### config.mk
export PLATFORM = sky130hd
export DESIGN_NAME = ina219_poll_sequencer_flat
export DESIGN_NICKNAME = d
export VERILOG_FILES = /design/src/rtl/ina219_poll_sequencer_if.sv /design/src/rtl/ina219_poll_sequencer.sv /design/src/flat_wrapper.sv
export SDC_FILE = /design/constraint.sdc
export NUM_CORES = 1
export LEC_CHECK = 0
export CORE_MARGIN = 2
export CORE_UTILIZATION = 45
export DETAILED_ROUTE_END_ITERATION = 8
export PLACE_DENSITY_LB_ADDON = 0.08
export SLEW_MARGIN = 15
export SYNTH_ARGS = -nofsm -noshare
export SYNTH_HDL_FRONTEND = slang
export SYNTH_SLANG_ARGS = --single-unit
### constraint.sdc
create_clock -name i_clk -period 3.15 [get_ports i_clk]
set_input_delay 0.63 -clock i_clk [delete_from_list [all_inputs] [get_ports i_clk]]
set_output_delay 0.63 -clock i_clk [all_outputs]
set_load 0.01 [all_outputs]
### src/rtl/ina219_poll_sequencer_if.sv
// ----------------------------------------------------------------------------
// ina219_poll_sequencer_if
// Command/response bundle between the INA219 poll sequencer and the I2C master.
//   i2c_busy        master -> seq   master is executing a transaction
//   i2c_done        master -> seq   1-cycle transaction_done pulse
//   i2c_ack_error   master -> seq   NACK seen, valid with i2c_done
//   i2c_read_data   master -> seq   16-bit read result, valid with i2c_done
//   i2c_start       seq -> master   1-cycle start pulse
//   i2c_rw          seq -> master   0 = write, 1 = read
//   i2c_reg_pointer seq -> master   INA219 register pointer
//   i2c_write_data  seq -> master   16-bit write payload
// Modports: master = sequencer side (drives commands), slave = I2C master side.
// ----------------------------------------------------------------------------
interface ina219_poll_sequencer_if;
    logic        i2c_busy;
    logic        i2c_done;
    logic        i2c_ack_error;
    logic [15:0] i2c_read_data;
    logic        i2c_start;
    logic        i2c_rw;
    logic [7:0]  i2c_reg_pointer;
    logic [15:0] i2c_write_data;

    modport master (
        input  i2c_busy, i2c_done, i2c_ack_error, i2c_read_data,
        output i2c_start, i2c_rw, i2c_reg_pointer, i2c_write_data
    );

    modport slave (
        output i2c_busy, i2c_done, i2c_ack_error, i2c_read_data,
        input  i2c_start, i2c_rw, i2c_reg_pointer, i2c_write_data
    );
endinterface

### src/rtl/ina219_poll_sequencer.sv
// ----------------------------------------------------------------------------
// ina219_poll_sequencer
// Drives the I2C master's command inputs: after enable it writes the INA219
// configuration (reg 0x00) and calibration (reg 0x05) registers, then on every
// sample tick polls shunt voltage, bus voltage, power and current (regs
// 0x01..0x04, pointer write followed by read each) and publishes the four
// words together with a one-cycle sample_valid pulse.
// Ports:
//   i_clk, i_reset_n        clock, asynchronous active-low reset
//   i_enable                1 = init then poll, 0 = go idle after current transaction
//   io_i2c (master modport) command/response bundle to the I2C master
//   o_shunt_v/o_bus_v/o_power/o_current  last published sample set
//   o_sample_valid          1-cycle pulse when the four outputs update
//   o_init_done             config + calibration written
//   o_overrun               sticky, tick arrived while a set was in progress
//   o_fault                 sticky, retries or timeout exhausted
// ----------------------------------------------------------------------------
module ina219_poll_sequencer #(
    parameter int          CLK_HZ      = 50_000_000,
    parameter int          SAMPLE_HZ   = 100,
    parameter logic [15:0] CONFIG_VAL  = 16'h399F,
    parameter logic [15:0] CAL_VAL     = 16'h1000,
    parameter int          MAX_RETRY   = 3,
    parameter int          TIMEOUT_CYC = 100_000
) (
    input  logic                           i_clk,
    input  logic                           i_reset_n,
    input  logic                           i_enable,
    ina219_poll_sequencer_if.master        io_i2c,
    output logic [15:0]                    o_shunt_v,
    output logic [15:0]                    o_bus_v,
    output logic [15:0]                    o_power,
    output logic [15:0]                    o_current,
    output logic                           o_sample_valid,
    output logic                           o_init_done,
    output logic                           o_overrun,
    output logic                           o_fault
);

    localparam int TICK_CYC = CLK_HZ / SAMPLE_HZ;
    localparam int TICK_W   = $clog2(TICK_CYC + 2);
    localparam int TMO_W    = $clog2(TIMEOUT_CYC + 2);
    localparam int RTY_W    = $clog2(MAX_RETRY + 2);

    localparam logic [TICK_W-1:0] TICK_LAST = TICK_W'(TICK_CYC - 1);
    localparam logic [TMO_W-1:0]  TMO_LAST  = TMO_W'(TIMEOUT_CYC - 1);
    localparam logic [RTY_W-1:0]  RTY_MAX   = RTY_W'(MAX_RETRY);

    typedef enum logic [2:0] {
        S_IDLE,
        S_CFG_WR,
        S_CAL_WR,
        S_WAIT_TICK,
        S_PTR_WR,
        S_RD,
        S_PUBLISH,
        S_FAULT
    } state_t;

    state_t             r_state;
    state_t             w_state_nxt;

    logic               r_outstanding;
    logic               r_start_q;
    logic [TMO_W-1:0]   r_timer;
    logic [RTY_W-1:0]   r_retry;
    logic [1:0]         r_idx;
    logic [TICK_W-1:0]  r_tick_cnt;
    logic               r_tick_pend;
    logic [15:0]        r_stage [4];
    logic [15:0]        r_shunt_v;
    logic [15:0]        r_bus_v;
    logic [15:0]        r_power;
    logic [15:0]        r_current;
    logic               r_sample_valid;
    logic               r_init_done;
    logic               r_overrun;
    logic               r_fault;

    logic               w_in_xact;
    logic               w_in_set;
    logic               w_xact_end;
    logic               w_ok;
    logic               w_tick;
    logic               w_start;
    logic               w_retry_inc;
    logic               w_rw;
    logic [7:0]         w_reg_ptr;
    logic [15:0]        w_wdata;

    assign w_in_xact  = (r_state == S_CFG_WR) || (r_state == S_CAL_WR) ||
                        (r_state == S_PTR_WR) || (r_state == S_RD);
    assign w_in_set   = (r_state == S_PTR_WR) || (r_state == S_RD) ||
                        (r_state == S_PUBLISH);
    // A transaction ends either on the master's done pulse or when the
    // timer reaches its last count without one; a timeout is a failure.
    assign w_xact_end = r_outstanding && (io_i2c.i2c_done || (r_timer == TMO_LAST));
    assign w_ok       = r_outstanding && io_i2c.i2c_done && !io_i2c.i2c_ack_error;
    assign w_tick     = r_init_done && (r_tick_cnt == TICK_LAST);

    // State register
    always_ff @(posedge i_clk or negedge i_reset_n) begin
        if (!i_reset_n) begin
            r_state <= S_IDLE;
        end else begin
            r_state <= w_state_nxt;
        end
    end

    // Next state, start pulse and command fields
    always_comb begin
        w_state_nxt = r_state;
        w_retry_inc = 1'b0;
        w_rw        = 1'b0;
        w_reg_ptr   = 8'h00;
        w_wdata     = 16'h0000;
        // Spacing rule: never while busy, never two cycles in a row.
        w_start     = w_in_xact && !r_outstanding && i_enable &&
                      !io_i2c.i2c_busy && !r_start_q;

        case (r_state)
            S_IDLE: begin
                if (i_enable) w_state_nxt = S_CFG_WR;
            end
            S_CFG_WR, S_CAL_WR, S_PTR_WR, S_RD: begin
                if (w_xact_end) begin
                    if (!i_enable) begin
                        // Disable: accept the outcome as-is, no retry.
                        w_state_nxt = S_IDLE;
                    end else if (w_ok) begin
                        case (r_state)
                            S_CFG_WR: w_state_nxt = S_CAL_WR;
                            S_CAL_WR: w_state_nxt = S_WAIT_TICK;
                            S_PTR_WR: w_state_nxt = S_RD;
                            default:  w_state_nxt = (r_idx == 2'd3) ? S_PUBLISH : S_PTR_WR;
                        endcase
                    end else if (r_retry < RTY_MAX) begin
                        w_retry_inc = 1'b1;
                    end else begin
                        w_state_nxt = S_FAULT;
                    end
                end else if (!r_outstanding && !i_enable) begin
                    w_state_nxt = S_IDLE;
                end
            end
            S_WAIT_TICK: begin
                if (!i_enable)                  w_state_nxt = S_IDLE;
                else if (w_tick || r_tick_pend) w_state_nxt = S_PTR_WR;
            end
            S_PUBLISH: begin
                if (!i_enable)                  w_state_nxt = S_IDLE;
                else if (w_tick || r_tick_pend) w_state_nxt = S_PTR_WR;
                else                            w_state_nxt = S_WAIT_TICK;
            end
            S_FAULT: begin
                if (!i_enable) w_state_nxt = S_IDLE;
            end
            default: w_state_nxt = S_IDLE;
        endcase

        // Command fields follow the state, so they stay put until done.
        case (r_state)
            S_CFG_WR: begin
                w_reg_ptr = 8'h00;
                w_wdata   = CONFIG_VAL;
            end
            S_CAL_WR: begin
                w_reg_ptr = 8'h05;
                w_wdata   = CAL_VAL;
            end
            S_PTR_WR: begin
                w_reg_ptr = {6'b0, r_idx} + 8'd1;
            end
            S_RD: begin
                w_rw      = 1'b1;
                w_reg_ptr = {6'b0, r_idx} + 8'd1;
            end
            default: begin
                w_rw      = 1'b0;
            end
        endcase
    end

    // Transaction tracking, staging, publishing and status flags
    always_ff @(posedge i_clk or negedge i_reset_n) begin
        if (!i_reset_n) begin
            r_outstanding  <= 1'b0;
            r_start_q      <= 1'b0;
            r_timer        <= '0;
            r_retry        <= '0;
            r_idx          <= 2'd0;
            r_tick_cnt     <= '0;
            r_tick_pend    <= 1'b0;
            for (int k = 0; k < 4; k++) r_stage[k] <= 16'h0000;
            r_shunt_v      <= 16'h0000;
            r_bus_v        <= 16'h0000;
            r_power        <= 16'h0000;
            r_current      <= 16'h0000;
            r_sample_valid <= 1'b0;
            r_init_done    <= 1'b0;
            r_overrun      <= 1'b0;
            r_fault        <= 1'b0;
        end else begin
            r_start_q <= w_start;

            if (w_start) begin
                r_outstanding <= 1'b1;
                r_timer       <= '0;
            end else if (w_xact_end) begin
                r_outstanding <= 1'b0;
            end else if (r_outstanding) begin
                r_timer <= r_timer + TMO_W'(1);
            end

            // Every success moves the FSM on, so a state change clears retries.
            if (w_state_nxt != r_state) begin
                r_retry <= '0;
            end else if (w_retry_inc) begin
                r_retry <= r_retry + RTY_W'(1);
            end

            if ((r_state == S_RD) && w_ok) begin
                r_stage[r_idx] <= io_i2c.i2c_read_data;
                r_idx          <= r_idx + 2'd1;
            end else if (!((r_state == S_PTR_WR) || (r_state == S_RD))) begin
                r_idx <= 2'd0;
            end

            r_sample_valid <= (r_state == S_PUBLISH);
            if (r_state == S_PUBLISH) begin
                r_shunt_v <= r_stage[0];
                r_bus_v   <= r_stage[1];
                r_power   <= r_stage[2];
                r_current <= r_stage[3];
            end

            if ((w_state_nxt == S_IDLE) || (w_state_nxt == S_FAULT)) begin
                r_init_done <= 1'b0;
            end else if ((r_state == S_CAL_WR) && w_ok) begin
                r_init_done <= 1'b1;
            end

            if (w_state_nxt == S_IDLE) begin
                r_fault <= 1'b0;
            end else if (w_state_nxt == S_FAULT) begin
                r_fault <= 1'b1;
            end

            if (w_state_nxt == S_IDLE) begin
                r_overrun <= 1'b0;
            end else if (w_tick && w_in_set) begin
                r_overrun <= 1'b1;
            end

            // At most one tick is remembered; PUBLISH always consumes it.
            if ((w_state_nxt == S_IDLE) || (r_state == S_PUBLISH)) begin
                r_tick_pend <= 1'b0;
            end else if (w_tick && w_in_set) begin
                r_tick_pend <= 1'b1;
            end

            // Held at zero while not initialised, so the first tick lands a
            // full period after init_done rises.
            if (!r_init_done || (r_tick_cnt == TICK_LAST)) begin
                r_tick_cnt <= '0;
            end else begin
                r_tick_cnt <= r_tick_cnt + TICK_W'(1);
            end
        end
    end

    assign io_i2c.i2c_start       = w_start;
    assign io_i2c.i2c_rw          = w_rw;
    assign io_i2c.i2c_reg_pointer = w_reg_ptr;
    assign io_i2c.i2c_write_data  = w_wdata;

    assign o_shunt_v      = r_shunt_v;
    assign o_bus_v        = r_bus_v;
    assign o_power        = r_power;
    assign o_current      = r_current;
    assign o_sample_valid = r_sample_valid;
    assign o_init_done    = r_init_done;
    assign o_overrun      = r_overrun;
    assign o_fault        = r_fault;

endmodule

### src/flat_wrapper.sv
// flat-port wrapper written by rule: the top's interface ports become plain ports
module ina219_poll_sequencer_flat 
#(
    parameter int          CLK_HZ      = 50_000_000,
    parameter int          SAMPLE_HZ   = 100,
    parameter logic [15:0] CONFIG_VAL  = 16'h399F,
    parameter logic [15:0] CAL_VAL     = 16'h1000,
    parameter int          MAX_RETRY   = 3,
    parameter int          TIMEOUT_CYC = 100_000
)
  (i_clk, i_reset_n, i_enable, o_shunt_v, o_bus_v, o_power, o_current, o_sample_valid, o_init_done, o_overrun, o_fault, io_i2c_i2c_busy, io_i2c_i2c_done, io_i2c_i2c_ack_error, io_i2c_i2c_read_data, io_i2c_i2c_start, io_i2c_i2c_rw, io_i2c_i2c_reg_pointer, io_i2c_i2c_write_data);
  ina219_poll_sequencer_if io_i2c_i ();
  input  logic i_clk;
  input  logic i_reset_n;
  input  logic i_enable;
  output logic [15:0] o_shunt_v;
  output logic [15:0] o_bus_v;
  output logic [15:0] o_power;
  output logic [15:0] o_current;
  output logic o_sample_valid;
  output logic o_init_done;
  output logic o_overrun;
  output logic o_fault;
  input wire logic [$bits(io_i2c_i.i2c_busy)-1:0] io_i2c_i2c_busy;
  input wire logic [$bits(io_i2c_i.i2c_done)-1:0] io_i2c_i2c_done;
  input wire logic [$bits(io_i2c_i.i2c_ack_error)-1:0] io_i2c_i2c_ack_error;
  input wire logic [$bits(io_i2c_i.i2c_read_data)-1:0] io_i2c_i2c_read_data;
  output wire logic [$bits(io_i2c_i.i2c_start)-1:0] io_i2c_i2c_start;
  output wire logic [$bits(io_i2c_i.i2c_rw)-1:0] io_i2c_i2c_rw;
  output wire logic [$bits(io_i2c_i.i2c_reg_pointer)-1:0] io_i2c_i2c_reg_pointer;
  output wire logic [$bits(io_i2c_i.i2c_write_data)-1:0] io_i2c_i2c_write_data;
  assign io_i2c_i.i2c_busy = io_i2c_i2c_busy;
  assign io_i2c_i.i2c_done = io_i2c_i2c_done;
  assign io_i2c_i.i2c_ack_error = io_i2c_i2c_ack_error;
  assign io_i2c_i.i2c_read_data = io_i2c_i2c_read_data;
  assign io_i2c_i2c_start = io_i2c_i.i2c_start;
  assign io_i2c_i2c_rw = io_i2c_i.i2c_rw;
  assign io_i2c_i2c_reg_pointer = io_i2c_i.i2c_reg_pointer;
  assign io_i2c_i2c_write_data = io_i2c_i.i2c_write_data;
  ina219_poll_sequencer #(.CLK_HZ(CLK_HZ), .SAMPLE_HZ(SAMPLE_HZ), .CONFIG_VAL(CONFIG_VAL), .CAL_VAL(CAL_VAL), .MAX_RETRY(MAX_RETRY), .TIMEOUT_CYC(TIMEOUT_CYC)) u_core (.i_clk(i_clk), .i_reset_n(i_reset_n), .i_enable(i_enable), .io_i2c(io_i2c_i), .o_shunt_v(o_shunt_v), .o_bus_v(o_bus_v), .o_power(o_power), .o_current(o_current), .o_sample_valid(o_sample_valid), .o_init_done(o_init_done), .o_overrun(o_overrun), .o_fault(o_fault));
endmodule
Yosys cells after proc, flatten, opt, wreduce, memory -nomap -nowiden
Cells that the tools add are included.
{"block": "op_classes", "bitwise": 1, "n_reduce_logical": 41, "n_lt_le_gt_ge": 3, "n_mux": 42, "n_eq_ne": 14, "addsub": 5}
{"operator": "bitwise mux 64 bit", "n": 1}
{"operator": "2-to-1 mux 17 bit", "n": 3}
{"operator": "2-to-1 mux 3 bit", "n": 13}
{"operator": "demux 16 bit (select 2 bit)", "n": 1}
{"operator": "one-hot mux 14 bit (2 select lines)", "n": 1}
{"operator": "adder 19 x 1 -> 19 bit, second input constant", "n": 1}
{"operator": "== test 19 bit, second input constant", "n": 1}
{"operator": "2-to-1 mux 19 bit", "n": 1}
{"operator": "adder 17 x 1 -> 17 bit, second input constant", "n": 1}
{"operator": "== test 17 bit, second input constant", "n": 1}
{"operator": "2-to-1 mux 16 bit", "n": 1}
{"operator": "one-hot mux 8 bit (2 select lines)", "n": 1}
{"operator": "== test 3 bit, second input constant", "n": 5}
{"operator": "2-to-1 mux 1 bit", "n": 15}
{"operator": "one-hot mux 3 bit (5 select lines)", "n": 1}
{"operator": "nonzero test 2 bit", "n": 7}
{"operator": "logical AND 1 bit", "n": 13}
{"operator": "logical OR 1 bit", "n": 10}
{"operator": "one-hot mux 3 bit (3 select lines)", "n": 1}
{"operator": "== test 3 x 2 -> 1 bit, second input constant", "n": 2}
{"operator": "logical NOT 1 bit", "n": 6}
{"operator": "logical NOT 3 bit", "n": 2}
{"operator": "2-to-1 mux 2 bit", "n": 3}
{"operator": "OR reduction 4 bit", "n": 1}
{"operator": "14 further kinds", "n": 14}
{"block": "word_totals", "reg_bits": 179, "output_inout_bits": 94, "inputBits": 22}

Depth between registers and ports, before layout
Gate-level depths: netlist (run 1).
{"block": "depth", "ltp_word": 10, "mapped_depth": 9, "depth_no_buf": 8}

Least setup slack after synthesis (run 1)
OpenSTA, ideal clock, no wires.
{"block": "synth_timing", "path_type": "register to output", "from": "reg u_core.r_state[2]", "to": "out io_i2c_i2c_start", "t_required_ps": 2520, "path_slack_ps": 317, "arrival_time_ps": 2203, "path_stages_with_launch": 7, "cell_sequence": "dfrtp_1 > clkbuf_1 > nor2_1 > xnor2_1 > nand2_1 > nor4_1 > clkbuf_1"}
{"block": "synth_via", "elab_chain_len": 8, "elab_cells_between_ends": 11, "cone_classes": "4 x eq/ne; 7 x reduce/logical"}
{"element": "start, declared", "line": "ina219_poll_sequencer.sv:60", "rtl": "state_t r_state;"}
{"element": "start signal, assigned", "line": "ina219_poll_sequencer.sv:106", "rtl": "r_state <= w_state_nxt;"}
{"element": "== test 3 x 1 -> 1 bit or == test 3 x 2 -> 1 bit (tied branches)", "line": "ina219_poll_sequencer.sv:91", "rtl": "assign w_in_xact = (r_state == S_CFG_WR) || (r_state == S_CAL_WR) ||"}
{"element": "logical OR 1 bit (2 in a row)", "line": "ina219_poll_sequencer.sv:91"}
{"element": "logical OR 1 bit *", "line": "ina219_poll_sequencer.sv:92", "rtl": "(r_state == S_PTR_WR) || (r_state == S_RD);"}
{"element": "logical AND 1 bit * (3 in a row)", "line": "ina219_poll_sequencer.sv:118", "rtl": "w_start = w_in_xact && !r_outstanding && i_enable &&"}
{"element": "logical AND 1 bit *", "line": "ina219_poll_sequencer.sv:119", "rtl": "!io_i2c.i2c_busy && !r_start_q;"}
{"element": "end, declared", "line": "flat_wrapper.sv:28", "rtl": "output wire logic [$bits(io_i2c_i.i2c_start)-1:0] io_i2c_i2c_start;"}
Mark *: on every way between the ends. The rest lies on a longest branch, timed or not.

Worst setup path in the final report (run 1)
{"block": "layout_timing", "from": "reg u_core.r_state[0]", "to": "out io_i2c_i2c_start"}
Same word-level chain as after synthesis.

==> flow_summary_export.csv, run 1 <==
group,metric,value,unit
status,status,"complete, no violations",
clocking,htreeDepth,4,
drt,num_vias,5536,
synthesis,yosysWarnings,0,
finish,n_antenna_cell,0,
clocking,clk_pin_slew,70,ps
drt,wl_per_cell,14.9,um
floorplanning,die-area,0.0183,sq mm
timing,tightest_slew,833,ps
synthesis,ys_seq_area_share,57.7,%
setup_path,critPathKind,"register to output pin",
finish,fin_util,56.4,%
place,port_buffers,104,
synthesis,yosysMostFrequentCell,"nand2_1",
floorplanning,chipHeight,135,um
finish,areaGrowthSynthToFinish,24.0,%
setup_path,start_kind,"register",
synthesis,synth_edf_count,0,
synthesis,syn_inst,747,
floorplanning,initial_core_util,45.5,%
synthesis,synth.distinct_cells,56,
drt,wl,16200,um
finish,final_nets,877,
clocking,cts_hold_buf,0,
grt,gr-total-overflow,0,
setup_path,cp_max_fo,6,
synthesis,synthMuxAreaShare,9.69,%
finish,design_area,0.00963,sq mm
timing,hold_violations,0,
timing,drv_slew,0,
finish,nFillCells,1468,
synthesis,synth_common_cells,"nand2_1 (229), dfrtp_1 (179), mux2_2 (65), nor2_1 (51), clkbuf_1 (22)",
power_and_ir_drop,max-vdd-ir-drop,0.390,mV
setup_path,required,2520,ps
synthesis,yosys.area_share.simple,19.6,%
place,place_area,0.00901,sq mm
timing,period_needed,2970,ps
grt,first_global_vias,5393,
synthesis,synth_xor_area_share,3.61,%
synthesis,synth-compound-area-share,4.26,%
clocking,cts_buffers,17,
synthesis,synth.area.top_cells,"dfrtp_1 (58%), nand2_1 (11%), mux2_2 (9.4%)",
power_and_ir_drop,power_density,487,mW/mm^2
run,cap_violations,0,
clocking,cts_tree,"done",
synthesis,synth_seq_cells,179,
timing,setup_viol,0,
drt,first_iter_violations,288,
drt,drtAntennaViolNets,0,
synthesis,syn_area,0.00776,sq mm
synthesis,synthAdderAreaFrac,1.27,%
timing,grt_setup_unrepaired,"false",
clocking,clock-sinks,179,
setup_path,slowest_stage,"clkdlybuf4s50_1",
clocking,cts_buffer_depth,2,
timing,slew_headroom,44.0,%
drt,drc,0,
synthesis,yosysTopAreaCell,"dfrtp_1",
finish,drive_gt1_share,15.4,%
floorplanning,io_pins,116,
power_and_ir_drop,leakage,4.67,nW
synthesis,yosysTopAreaCellShare,57.7,%
floorplanning,die_w,135,um
drt,viasPerCell,5.10,
floorplanning,num_rows,48,
synthesis,synth_top_family_by_area,"simple AND/OR/NAND/NOR gates",
place,gp_congestion,0.880,
grt,antenna_found_initial,0,
min_path,hold_path.class,"input port to async pin",
synthesis,synthFlopType,"dfrtp_1",
timing,fin_tns_setup,0,ps
synthesis,async_flop_share,100,%
clocking,clk-insertion-delay-late,420,ps
grt,globalRouteTotalUtil,18.4,%
setup_path,end_kind,"output pin",
synthesis,avgSynthCellArea,10.4,sq um
setup_path,cp.arrival,2340,ps
grt,grt_pass1_wl,26700,um
timing,clock-skew-final,8.82,ps
setup_path,crit_path_max_incr_delay,610,ps
timing,fmax,336,MHz
place,place_hpwl,11100,um
floorplanning,core_area,0.0171,sq mm
clocking,cts_root_buf,"clkbuf_16",
drt,drt_pre_antenna_iters,4,
timing,fin_worst_hold_slack,171,ps
grt,grt_max_degree,87,
setup_path,crit_path_cell_trace,"nor2_1 -> xnor2_1 -> nand2_1 -> nor4_2 -> clkdlybuf4s50_1",
timing,min_period_over_period,94.4,%
worst paths after layout:
check	start	to	slack, ps	cells past startpoint
worst min-delay path	i_reset_n	u_core.o_shunt_v[3]$_DFFE_PN0P_	170	1
min in group i_clk	u_core.r_stage[12]$_DFFE_PN0P_	u_core.o_current[12]$_DFFE_PN0P_	460	2
worst max register to register	u_core.r_tick_cnt[6]$_DFF_PN0_	u_core.o_fault$_DFFE_PN0N_	230	7
max in group asynchronous	i_reset_n	u_core.r_state[1]$_DFF_PN0_	2060	2
worst min register to register	u_core.r_stage[12]$_DFFE_PN0P_	u_core.o_current[12]$_DFFE_PN0P_	460	2
worst max-delay path	u_core.r_state[0]$_DFF_PN0_	io_i2c_i2c_start	180	5
cell families after synthesis:
| family | after synthesis |
|---|---|
| AOI/OAI and AO/OA | 48 |
| xor gates and xnor gates | 32 |
| adders and majority gates | 8 |
| buffers and inverters | 60 |
| DFF | 179 |
| muxes | 67 |
| other | 1 |
| and+or+nand+nor | 352 |
worst max-delay path: cells and delay by family (launching register included):
kind	cells	cell delay (ps)
xor gates and xnor gates	1	190
buffers and inverters	1	610
and+or+nand+nor	3	750
DFF	1	380
what timing repair did:
item | 4_1_cts | 5_1_grt
endpoints found under the setup margin | 0 | 3
buffers inserted | 0 | 0
gates resized for setup | 0 | 2
metal layers:
| layer | GRT usage [%] | vias up | share of wire (%) |
|---|---|---|---|
| met5 | 0 | - | 0 |
| met4 | 6.31 | 0 | 1.2 |
| met1 | 25.3 | 2725 | 47 |
| li1 | - | 2654 | - |
| met2 | 29.2 | 139 | 47 |
| met3 | 3.82 | 18 | 4.3 |
sequential cells by signal (all words and copies together), names as in the netlist, 2 cells and up:
register	count
u_core.o_current	16
u_core.o_power	16
u_core.o_bus_v	16
u_core.r_tick_cnt	19
u_core.r_retry	3
u_core.r_idx	2
u_core.r_timer	17
u_core.o_shunt_v	16
u_core.r_stage	64
u_core.r_state	3
per-stage QoR:
stage | instances | setup WS, ps | total power, mW
after global placement | 1054 | 189 | 2.59
after global routing | 1086 | 9.23 | 4.86
after detailed placement | 1054 | 99.3 | 2.60
after floorplan | 757 | 317 | 2.48
after CTS | 1086 | 89.3 | 4.75
final | 1086 | 177 | 4.69
power by group:
part           switching [mW]  total (mW)  internal [mW]  leakage [nW]
Combinational           0.135       0.223         0.0887          1.89
Sequential             0.0169        2.33           2.31          2.50
Clock                   0.907        2.14           1.23         0.291
Total                    1.06        4.69           3.63          4.67
cells in the final DEF (no fill, tap or decap), types with 2 or more instances in the layout:
| cell type | Yosys | routed |
|---|---|---|
| o31a_1 | 2 | 2 |
| inv_8 | 0 | 2 |
| nor2_1 | 51 | 51 |
| clkinv_4 | 0 | 2 |
| ha_1 | 7 | 7 |
| or2_2 | 6 | 6 |
| or3_1 | 6 | 6 |
| xor2_1 | 16 | 16 |
| dfrtp_1 | 179 | 178 |
| a31oi_1 | 2 | 2 |
| nand3_1 | 13 | 13 |
| clkinvlp_4 | 0 | 2 |
| clkdlybuf4s50_1 | 0 | 103 |
| o21ai_0 | 10 | 10 |
| and4_1 | 2 | 2 |
| nand2_1 | 229 | 228 |
| clkbuf_16 | 0 | 17 |
| buf_4 | 19 | 16 |
| nor4bb_1 | 2 | 2 |
| inv_1 | 11 | 10 |
| a21oi_1 | 12 | 12 |
| clkbuf_8 | 0 | 2 |
| o22ai_1 | 2 | 2 |
| o32ai_1 | 3 | 3 |
| mux2_2 | 65 | 65 |
| inv_6 | 0 | 3 |
| nand2b_1 | 2 | 2 |
| conb_1 | 1 | 11 |
| nor4b_1 | 2 | 2 |
| xnor2_1 | 16 | 16 |
| o21ai_1 | 2 | 2 |
| and2_1 | 2 | 2 |
| nor3_1 | 8 | 8 |
| mux2i_1 | 2 | 2 |
| nor2b_1 | 3 | 3 |
| o31ai_1 | 2 | 2 |
| and3_1 | 9 | 9 |
| bufinv_16 | 0 | 2 |
| nand4_1 | 6 | 6 |
| o221ai_1 | 2 | 2 |
final cells by class:
type	instances	area [sq um]	area share (%)
Multi-Input combinational cell	518	3040	31.6
Timing Repair Buffer	121	1180	12.3
Inverter	11	41.3	0.429
Tap cell	225	282	2.92
Clock inverter	12	146	1.52
Clock buffer	20	457	4.74
Sequential cell	179	4480	46.5
Note: power is estimated with default switching activity, not from simulation.
==> run 2: changes to the inputs <==
Settings changed: DONT_BUFFER_PORTS from default to 1.
==> flow_summary_export.csv, run 2 (same netlist as run 1, synthesis figures left out) <==
group,metric,value,unit
status,status,"finished with violations",
status,violations,"negative hold slack",
finish,drive_gt1_share,16.9,%
place,port_buffers,0,
clocking,cts_buffers,17,
clocking,cts_tree,"done",
finish,largest_reg_flops,64,
finish,layout_commonest_cell,"nand2_1",
clocking,cts_resized,0,
grt,first_global_vias,5058,
drt,drc,0,
place,place_inst,946,
finish,fin_util,50.0,%
power_and_ir_drop,sequentialPowerShare,51.6,%
finish,nFillCells,1542,
setup_path,reg2reg_depth,7,
grt,globalRouteTotalUtil,18.2,%
timing,grt_setup_unrepaired,"false",
timing,fin_tns_setup,0,ps
run,cap_violations,0,
floorplanning,die_w,135,um
finish,multi_input_area,0.00303,sq mm
clocking,cts_root_buf,"clkbuf_16",
setup_path,rr_endpoint,"u_core.o_init_done$_DFFE_PN0P_",
setup_path,r2r-start,"u_core.r_tick_cnt[6]$_DFF_PN0_",
drt,wl_per_cell,16.2,um
clocking,cts_setup_buffers,0,
grt,grt_max_degree,180,
finish,largest_registers,"u_core.r_stage: 64 flops, u_core.r_tick_cnt: 19 flops, u_core.r_timer: 17 flops",
timing,tightest_slew,766,ps
power_and_ir_drop,p_comb_share,2.3,%
grt,gr-total-overflow,0,
timing,period_needed,2920,ps
finish,final_cell_mix,"nand2_1 (228), dfrtp_1 (179), mux2_2 (65), nor2_1 (50), clkbuf_16 (17)",
clocking,clk_pin_slew,70,ps
floorplanning,num_rows,48,
power_and_ir_drop,power_density,530,mW/mm^2
drt,first_iter_violations,217,
floorplanning,die-area,0.0183,sq mm
power_and_ir_drop,max-vdd-ir-drop,0.392,mV
setup_path,end_kind,"register",
floorplanning,io_pins,116,
power_and_ir_drop,p_sw_share,22.7,%
finish,stdcell_count,978,
drt,drt_pre_antenna_iters,5,
timing,setup_viol,0,
setup_path,start_kind,"register",
drt,viasPerCell,5.20,
setup_path,cp_max_fo,5,
timing,fmax,343,MHz
drt,wl,15800,um
place,place_hpwl,10400,um
power_and_ir_drop,power,4.52,mW
floorplanning,initial_core_util,45.5,%
finish,areaGrowthSynthToFinish,9.93,%
power_and_ir_drop,intPower,3.50,mW
timing,clock-skew-final,9.25,ps
place,gp_congestion,0.778,
setup_path,cp.arrival,3240,ps
setup_path,required,3480,ps
timing,fin_worst_hold_slack,-110,ps
power_and_ir_drop,switchingPower,1.03,mW
clocking,cts_buffer_depth,2,
grt,grt_pass1_wl,26200,um
clocking,clk-insertion-delay-late,430,ps
setup_path,reg2reg_setup_slack,230,ps
min_path,hold_path.class,"input port to async pin",
grt,antenna_found_initial,0,
clocking,htreeDepth,4,
drt,drtAntennaViolNets,0,
finish,final_nets,769,
finish,regMostFlops,"u_core.r_stage",
clocking,clock-sinks,179,
timing,drv_slew,0,
power_and_ir_drop,leakage,4.28,nW
setup_path,critPathKind,"register to register",
finish,regArea,0.00448,sq mm
timing,hold_violations,179,
timing,slew_headroom,48.6,%
power_and_ir_drop,clkPwrFrac,46.1,%
floorplanning,core_area,0.0171,sq mm
drt,num_vias,5087,
timing,min_period_over_period,92.6,%
floorplanning,chipHeight,135,um
finish,n_antenna_cell,0,
## run 2: cell count changes in the layout (fill, tap and decap cells not counted), sizes merged
cell	before	now
inv	16	18
clkinv	3	5
clkbuf	20	19
buf	18	13
clkinvlp	2	0
clkdlybuf4s50	103	0
bufinv	2	1
## run 2: final cells by class
| cell class | count | share of cell area, % |
|---|---|---|
| clock buffers | 19 | 5.19 |
| clock inverters | 13 | 1.69 |
| inverters | 11 | 0.484 |
| multi-input cells | 518 | 35.5 |
| flip-flops and latches | 179 | 52.5 |
| well taps | 225 | 3.30 |
| repair buffers | 13 | 1.29 |
## run 2: power groups by stage
stage | Combinational, mW | Clock (mW) | Sequential [mW]
final | 0.104 | 2.09 | 2.33
after detailed placement | 0.105 | 0 | 2.38
after floorplan | 0.114 | 0 | 2.37
after global routing | 0.121 | 2.24 | 2.34
after CTS | 0.105 | 2.15 | 2.33
after global placement | 0.102 | 0 | 2.38
## run 2: critical path, stage by stage, from the launching register on
cell and delay, ps:
dfrtp_1 410, or4_1 520, or3_1 400, o31a_1 320
maj3_2 300, a311o_2 440, and2_4 160, a221oi_2 270
## run 2: through the flow
step | cell area, sq um | setup WS, ps
4_1_cts | 8530 | 191
3_3_place_gp | 7950 | 303
2_1_floorplan | 7800 | 317
5_1_grt | 8530 | 67.8
3_5_place_dp | 7950 | 207
6_report | 8530 | 233
## run 2: how the worst max path moves through the flow
stage | start | endpoint | cells after the start
2_1_floorplan | u_core.r_state[2]$_DFF_PN0_ | io_i2c_i2c_start | 6
3_3_place_gp | u_core.r_tick_cnt[6]$_DFF_PN0_ | u_core.o_init_done$_DFFE_PN0P_ | 7
3_5_place_dp | u_core.r_tick_cnt[6]$_DFF_PN0_ | u_core.o_init_done$_DFFE_PN0P_ | 7
4_1_cts | u_core.r_tick_cnt[6]$_DFF_PN0_ | u_core.o_init_done$_DFFE_PN0P_ | 7
5_1_grt | u_core.r_tick_cnt[6]$_DFF_PN0_ | u_core.o_init_done$_DFFE_PN0P_ | 7
6_report | u_core.r_tick_cnt[6]$_DFF_PN0_ | u_core.o_init_done$_DFFE_PN0P_ | 7
## run 2: routing by layer
metal	wire length, um	GRT usage (%)	share of wire [%]	up-vias
met1	7120	24.8	45	2512
met3	1090	4.98	6.9	17
met2	7400	28.3	47	127
met4	206	6.25	1.3	0
li1	-	-	-	2431
met5	0	0	0	-
==> run 3: changes to the inputs <==
Settings changed: ABC_AREA from default to 1, CORE_MARGIN 2 to 1.5, REMOVE_ABC_BUFFERS from default to 1.
==> flow_summary_export.csv, run 3 <==
group,metric,value,unit
clocking,cts_resized,0,
floorplanning,core_area,0.0174,sq mm
timing,fmax,354,MHz
clocking,clk_pin_slew,70,ps
status,status,"finished with violations",
finish,nFillCells,1655,
drt,viasPerCell,4.90,
clocking,htreeDepth,4,
place,place_hpwl,10800,um
synthesis,yosysMostFrequentCell,"nand2_1",
floorplanning,die-area,0.0186,sq mm
synthesis,async_flop_share,100,%
drt,num_vias,5714,
grt,grt_max_degree,180,
setup_path,start_kind,"register",
finish,largest_reg_flops,64,
finish,final_cell_mix,"nand2_1 (340), dfrtp_1 (179), o21ai_0 (86), inv_1 (70), nor2_1 (55)",
grt,antenna_found_initial,0,
finish,final_nets,956,
timing,setup_viol,0,
power_and_ir_drop,power_density,588,mW/mm^2
drt,drtAntennaViolNets,0,
timing,period_needed,2820,ps
grt,first_global_vias,5631,
place,port_buffers,0,
synthesis,synth_seq_cells,179,
finish,multi_input_area,0.00296,sq mm
power_and_ir_drop,max-vdd-ir-drop,0.377,mV
synthesis,yosysTopAreaCell,"dfrtp_1",
clocking,cts_buffer_depth,2,
run,cap_violations,0,
grt,gr-total-overflow,0,
floorplanning,initial_core_util,46.2,%
clocking,clock-sinks,179,
timing,drv_slew,0,
drt,drc,0,
timing,grt_setup_unrepaired,"false",
finish,regArea,0.00448,sq mm
min_path,hold_path.class,"input port to async pin",
timing,slew_headroom,50.2,%
finish,layout_commonest_cell,"nand2_1",
place,gp_congestion,0.886,
synthesis,synth.area.top_cells,"dfrtp_1 (56%), nand2_1 (16%), o21ai_0 (5.4%)",
finish,n_antenna_cell,0,
clocking,cts_root_buf,"clkbuf_16",
clocking,cts_setup_buffers,0,
synthesis,synth.distinct_cells,39,
finish,fin_util,50.2,%
finish,regMostFlops,"u_core.r_stage",
finish,drive_gt1_share,9.36,%
setup_path,critPathKind,"register to output pin",
drt,wl,16800,um
setup_path,crit_buf_inv,3,
place,place_area,0.00811,sq mm
drt,first_iter_violations,406,
finish,design_area,0.00871,sq mm
floorplanning,io_pins,116,
clocking,cts_tree,"done",
synthesis,yosysTopAreaCellShare,55.9,%
timing,fin_worst_hold_slack,-107,ps
timing,hold_violations,140,
setup_path,path_delay_family,"compound AO/OA/AOI/OAI gates",
setup_path,slowest_stage,"o21ai_0",
grt,grt_pass1_wl,28600,um
floorplanning,chipHeight,136,um
setup_path,crit_path_cell_trace,"inv_2 -> nand2_1 -> nor2_1 -> inv_1 -> nand2_1 -> inv_1 -> o21ai_0",
setup_path,crit_path_max_incr_delay,550,ps
setup_path,end_kind,"output pin",
synthesis,ys_seq_area_share,55.9,%
timing,tightest_slew,746,ps
floorplanning,num_rows,48,
synthesis,yosysWarnings,0,
setup_path,required,2520,ps
synthesis,avgSynthCellArea,8.50,sq um
timing,min_period_over_period,89.6,%
setup_path,cp_max_fo,8,
setup_path,cp.arrival,2190,ps
clocking,clk-insertion-delay-late,430,ps
synthesis,syn_area,0.00801,sq mm
synthesis,syn_inst,943,
clocking,cts_buffers,17,
timing,clock-skew-final,14.0,ps
power_and_ir_drop,leakage,4.35,nW
status,violations,"negative hold slack",
drt,wl_per_cell,14.4,um
drt,drt_pre_antenna_iters,4,
floorplanning,die_w,136,um
synthesis,synth_common_cells,"nand2_1 (340), dfrtp_1 (179), o21ai_0 (86), inv_1 (71), nor2_1 (55)",
synthesis,synthFlopType,"dfrtp_1",
grt,globalRouteTotalUtil,19.8,%
finish,largest_registers,"u_core.r_stage: 64 flops, u_core.r_tick_cnt: 19 flops, u_core.r_timer: 17 flops",
finish,areaGrowthSynthToFinish,8.67,%
synthesis,synth_edf_count,0,
[run 3: cell count changes in the layout (fill, tap and decap cells not counted), moves of 14 or more]
| cell | before | now |
|---|---|---|
| nand2_1 | 228 | 340 |
| o21ai_0 | 10 | 86 |
| mux2_2 | 65 | 0 |
| inv_1 | 10 | 70 |
| nand3_1 | 13 | 33 |
| xnor2_1 | 16 | 2 |
[run 3: layout make-up]
class / instances / share of cell area [%]
clock buffers: 19 / 4.97
clock inverters: 13 / 1.90
inverters: 87 / 3.79
multi-input cells: 635 / 34.0
flip-flops and latches: 179 / 51.5
well taps: 225 / 3.23
repair buffers: 7 / 0.604
[run 3: layer usage]
layer / vias up / wire length, um / part of all wire (%) / global-route usage, %
li1: 2898 / - / - / -
met1: 2680 / 7920 / 47 / 26.5
met4: 0 / 323 / 1.9 / 7.27
met3: 19 / 794 / 4.7 / 4.74
met5: - / 0 / 0 / 0
met2: 117 / 7730 / 46 / 31.2
[run 3: final timing paths]
check / startpoint / endpoint / slack [ps] / cells after the start
worst max-delay path: u_core.r_state[1]$_DFF_PN0_ / io_i2c_i2c_reg_pointer[0] / 330 / 7
worst min-delay path: i_reset_n / u_core.o_bus_v[15]$_DFFE_PN0P_ / -110 / 0
worst max register to register: u_core.r_timer[0]$_DFFE_PN0P_ / u_core.r_timer[10]$_DFFE_PN0P_ / 980 / 15
worst min register to register: u_core.r_stage[58]$_DFFE_PN0P_ / u_core.o_shunt_v[10]$_DFFE_PN0P_ / 460 / 2
max in group asynchronous: i_reset_n / u_core.r_state[2]$_DFF_PN0_ / 2810 / 0
min in group i_clk: io_i2c_i2c_read_data[15] / u_core.r_stage[31]$_DFFE_PN0P_ / 410 / 2
[run 3: cell families (layout without fill, tap and decap cells)]
logic type	Yosys count	in the layout	share of synthesized area (%)
simple gates	492	492	26.7
flops	179	179	55.9
buf+inv	139	126	7.62
compound gates	113	113	7.25
xor+xnor	11	11	1.20
fa+ha+maj	7	7	1.09
other cells	1	11	0.0468
mux	1	1	0.187
[run 3: worst register-to-register path, stage by stage (launching register included)]
cell     delay [ps]
dfrtp_1         410
ha_1            250
nand2_2         130
inv_1            60
nand2_1          50
nor2_1           40
nand2_1         100
nand2_4         100
nor2_4          180
inv_2            90
nand2_4         160
inv_4            80
nor2_4          150
nand3_1         110
o21ai_1         130
nor2_1           50
[run 3: power by group]
group,switching [mW],internal [mW]
clock,0.938,1.20
sequential,0.0837,2.36
combinational,0.398,0.144
total,1.42,3.70
[run 3: metrics by stage]
| step | total power [mW] | setup slack (ps) | TNS [ps] | cells | hold WS, ps |
|---|---|---|---|---|---|
| after global routing | 5.39 | 268 | 0 | 1165 | -139 |
| after CTS | 5.19 | 355 | 0 | 1165 | -126 |
| after detailed placement | 3.03 | 808 | 0 | 1133 | 339 |
| after floorplan | 2.92 | -257 | -16680 | 901 | 334 |
| final | 5.12 | 326 | 0 | 1165 | -107 |
| after global placement | 3.03 | 816 | 0 | 1133 | 339 |
